[config.mk]
export PLATFORM = sky130hd
export DESIGN_NAME = mem_port_arbiter
export DESIGN_NICKNAME = d
export VERILOG_FILES = /design/src/rtl/mem_port_arbiter.sv
export SDC_FILE = /design/constraint.sdc
export NUM_CORES = 1
export LEC_CHECK = 0
export CORE_AREA = 2 2 163 165
export DETAILED_ROUTE_END_ITERATION = 7
export DIE_AREA = 0 0 165 167
export SLEW_MARGIN = 5
export SYNTH_ARGS = -nofsm -noshare
export SYNTH_HDL_FRONTEND = slang
export SYNTH_SLANG_ARGS = --single-unit
[constraint.sdc]
create_clock -name clk -period 2.7 [get_ports clk]
set_clock_uncertainty 0.05 [all_clocks]
set_input_delay 0.405 -clock clk [delete_from_list [all_inputs] [get_ports clk]]
set_output_delay 0.405 -clock clk [all_outputs]
set_load 0.01 [all_outputs]
[src/rtl/mem_port_arbiter.sv]
// mem_port_arbiter: round-robin arbiter sharing one mem_controller port among NUM_REQ requesters.
// Define MEM_ARB_LOCK_EN to let req_lock hold the grant for up to LOCK_MAX consecutive grants.
`ifndef MEM_ADDR_WIDTH
`define MEM_ADDR_WIDTH 32
`endif
`ifndef MEM_DATA_WIDTH
`define MEM_DATA_WIDTH 32
`endif

module mem_port_arbiter #(
    parameter int NUM_REQ  = 4,
    parameter int ADDR_W   = `MEM_ADDR_WIDTH,
    parameter int DATA_W   = `MEM_DATA_WIDTH,
    parameter int LOCK_MAX = 16
) (
    input  logic                  clk,
    input  logic                  rst_n,
    input  logic [NUM_REQ-1:0]    req,
    input  logic [NUM_REQ-1:0]    req_we,
    input  logic [NUM_REQ-1:0]    req_lock,
    input  logic [2*NUM_REQ-1:0]  req_dw,
    input  logic [ADDR_W*NUM_REQ-1:0] req_addr,
    input  logic [DATA_W*NUM_REQ-1:0] req_wdata,
    output logic [NUM_REQ-1:0]    gnt,
    output logic [NUM_REQ-1:0]    rd_valid,
    output logic [DATA_W-1:0]     rd_data,
    output logic                  mem_we,
    output logic [1:0]            mem_dw,
    output logic [ADDR_W-1:0]     mem_addr,
    output logic [DATA_W-1:0]     mem_in,
    input  logic [DATA_W-1:0]     mem_out
);
    localparam int IDX_W = (NUM_REQ > 1) ? $clog2(NUM_REQ) : 1;
    localparam int CNT_W = $clog2(LOCK_MAX) + 1;

    logic [IDX_W-1:0]   last_q, last_d, sel, g;
    logic [NUM_REQ-1:0] rd_valid_q, rd_valid_d;
    logic               any, gv, force_lock;

    // First requester found searching from last+1; reverse loop so the nearest index wins.
    always_comb begin
        any = 1'b0;
        sel = last_q;
        for (int k = NUM_REQ; k >= 1; k--) begin
            if (req[(int'(last_q) + k) % NUM_REQ]) begin
                sel = IDX_W'((int'(last_q) + k) % NUM_REQ);
                any = 1'b1;
            end
        end
    end

    assign g  = force_lock ? last_q : sel;
    assign gv = rst_n && (force_lock || any);

    always_comb begin
        gnt        = gv ? (NUM_REQ'(1) << g) : '0;
        mem_we     = gv && req_we[g];
        mem_dw     = gv ? req_dw[2*g +: 2] : '0;
        mem_addr   = gv ? req_addr[ADDR_W*g +: ADDR_W] : '0;
        mem_in     = gv ? req_wdata[DATA_W*g +: DATA_W] : '0;
        last_d     = gv ? g : last_q;
        rd_valid_d = (gv && !req_we[g]) ? gnt : '0;
    end

    assign rd_valid = rd_valid_q;
    assign rd_data  = (|rd_valid_q) ? mem_out : '0;

    always_ff @(posedge clk or negedge rst_n) begin
        if (!rst_n) begin
            last_q     <= IDX_W'(NUM_REQ - 1);
            rd_valid_q <= '0;
        end else begin
            last_q     <= last_d;
            rd_valid_q <= rd_valid_d;
        end
    end

`ifdef MEM_ARB_LOCK_EN
    logic [CNT_W-1:0] lock_cnt_q, lock_cnt_d;
    logic             lock_vld_q, lock_vld_d;

    // lock_cnt includes the grant that first took the lock, so LOCK_MAX bounds the whole run.
    assign force_lock = lock_vld_q && req[last_q] && (lock_cnt_q < CNT_W'(LOCK_MAX));

    always_comb begin
        lock_vld_d = gv && req_lock[g];
        lock_cnt_d = !lock_vld_d ? '0 : force_lock ? lock_cnt_q + 1'b1 : CNT_W'(1);
    end

    always_ff @(posedge clk or negedge rst_n) begin
        if (!rst_n) begin
            lock_cnt_q <= '0;
            lock_vld_q <= 1'b0;
        end else begin
            lock_cnt_q <= lock_cnt_d;
            lock_vld_q <= lock_vld_d;
        end
    end
`else
    logic unused_lock;
    assign unused_lock = ^req_lock;
    assign force_lock  = 1'b0;
`endif
endmodule
==> out/results.ini <==
[yosys]
synth_cells=380
synth_edf_count=0
ys.warnings.count=0
synth_top_cell_by_area=o221ai_2
ys_seq_area_frac=0.0539
synth.area.top_cells=o221ai_2 (27%), mux2i_1 (22%), nand2_1 (9.9%)
synth.most_common_cell=nand2_1
async_flop_share=1.00
synth-main-ff-cell=dfrtp_1
synth_cell_types=31
synthTopCellsByCount=nand2_1 (75), inv_1 (65), mux2i_1 (63), o221ai_2 (50), nor2b_1 (36)
synthDominantCellAreaShare=0.265
syn_nets=690
ys_ff_latch=6
avgSynthCellArea_um2=7.45
syn-cell-area_mm2=0.00283

[grt]
track_usage=0.120
grt_pass1_vias=4625
grt_overflow=0
antenna_found_initial=0
grt_max_degree=37
grt_pass1_wl_mm=25.8

[finish]
final_cells=1147
finish.utilization=0.307
nNetsFinal=1123
antenna_cells=0
layout.cell_area.non_filler_mm2=0.00790
drive_gt1_frac=0.264
syn2layout_area_growth_pct=179
nFillCells=2761

[worst_hold_path]
hp-class=primary input to asynchronous set/reset pin

[pwr]
p_int_mw=2.04
combPwrFrac=0.890
power.total_mw=3.50
swShare=0.417
power.share.sequential=0.039
clock_power_share=0.070
ir_drop_mv=0.283
p_per_area_mw_per_mm2=444
total_leakage_power_nw=3.31
p_sw_mw=1.46

[place]
io_buffer_count=412
dp_hpwl_mm=14.3
pre_cts_ws_ps=-660
dpl.cell_count=1128
post_dp_cell_area_mm2=0.00757
gp_congestion=0.857

[critical_path]
critPathMostFrequentCell=buf_12
path_cells=nor2b_4 > o21ai_2 > nand2_2 > or3_4 > buf_12 > buf_12 > o221ai_2 > buf_2
rr_endpoint=rd_valid[3]
rr_worst_depth=8
cp-start-kind=flip-flop
crit_type=flip-flop to output pin
slowest_delay_ps=620
crit_required_ps=2250
crit_start=last_q[0]
rr_startpoint=last_q[0]
cp_max_fo=14
worstSetupEndpointType=output pin
cp.arrival_ps=2250
rrSetupSlack_ps=610
slowest_stage=dfstp_2

[sta]
min_period_over_period=1.00
final.min_clock_period_ps=2710
hold_slack_ps=452
fmax_mhz=370
rsz0062_at_grt=yes
worst_slew_pin_slew_ps=583
setup_tns_ps=-6.89
hold_viol=0
worst_slack_ps=-5.42
finalMaxSlewViolations=0
slew_headroom=0.610
setup_violations=2

[status]
violations=setup timing
run_status=complete, but fails checks

[flow_run]
maxCapViolCount=0

[clocking]
htree_levels=1
clock_path_buffers=2
cts_tree=done
root_buffer=clkbuf_16
numCtsBuffers=3
clock_latency_ps=230
clock-sinks=6
clk_pin_slew_worst_paths_ps=30
cts_hold_buf=0

[drt]
wl_per_cell_um=15.8
drtIter0Drc=116
avgViaCountPerCell=3.93
vias=4509
drc=0
dr.pass1.iters=4
drt-total-wl_mm=18.2
antenna_left=0

[floorplanning]
die_y_um=167
die_width_um=165
rows=59
start_util=0.110
dieArea_mm2=0.0276
core_mm2=0.0258
ioPinCount=417

[routing by layer]
layer	GRT usage	routed length (um)	up-vias	part of all wire
li1	-	-	2206	-
met1	0.140	7080	2048	0.39
met2	0.224	9340	235	0.51
met3	0.0199	1380	20	0.076
met4	0.0325	361	0	0.020
met5	0	0	-	0
[sequential cells by signal (all words and copies together), names as in the netlist]
name	cells
last_q	2
rd_valid	4
[cell families after synthesis]
| logic type | Yosys count | synth area share |
|---|---|---|
| AOI/OAI and AO/OA | 80 | 0.350 |
| DFF | 6 | 0.0539 |
| buffers and inverters | 99 | 0.155 |
| and+or+nand+nor | 132 | 0.219 |
| muxes | 63 | 0.223 |
[timing repair]
action	4_1_cts	5_1_grt
buffers inserted	5	6
gates cloned	3	1
pin swaps	3	8
setup endpoints to repair	71	70
resized for setup	286	47
[power groups by stage]
stage | sequential (mW) | clock (mW) | combinational [mW]
2_1_floorplan | 0.122 | 0 | 1.34
3_3_place_gp | 0.131 | 0 | 2.94
3_5_place_dp | 0.131 | 0 | 2.94
4_1_cts | 0.136 | 0.250 | 2.93
5_1_grt | 0.140 | 0.255 | 3.35
6_report | 0.138 | 0.247 | 3.12
[layout make-up]
type / count / area (um^2) / share of cell area
flip-flops and latches: 6 / 153 / 0.0193
inverters: 65 / 244 / 0.0309
repair buffers: 462 / 4450 / 0.563
clock buffers: 4 / 78.8 / 0.00998
well taps: 335 / 419 / 0.0531
multi-input cells: 275 / 2560 / 0.324
[worst max-delay path, delay by kind of cell, from the launching register on]
kind	cells	cell delay, ps
buf+inv	3	480
compound gates	2	330
flops	1	620
simple gates	3	580
[cell usage in the layout (no fill, tap or decap), drive strengths merged, types with 2 or more instances in the layout]
master,count
clkdlybuf4s50,338
buf,107
nand2,76
inv,65
o221ai,63
mux2i,63
nor2b,36
clkbuf,10
and3,7
nor2,7
clkdlybuf4s15,6
a211oi,5
dlygate4sd2,5
dfrtp,4
a311oi,3
o21ai,3
dfstp,2
or3,2
[how the worst max path moves through the flow]
| stage | endpoint | slack, ps | cells after the start |
|---|---|---|---|
| after detailed placement | mem_addr[3] | -660 | 8 |
| after floorplan | mem_in[23] | 350 | 8 |
| final | mem_addr[30] | -5 | 8 |
| after global routing | mem_in[8] | -100 | 8 |
| after CTS | mem_addr[3] | -10 | 8 |
| after global placement | mem_addr[3] | -640 | 8 |
(Power assumes the default switching activity.)
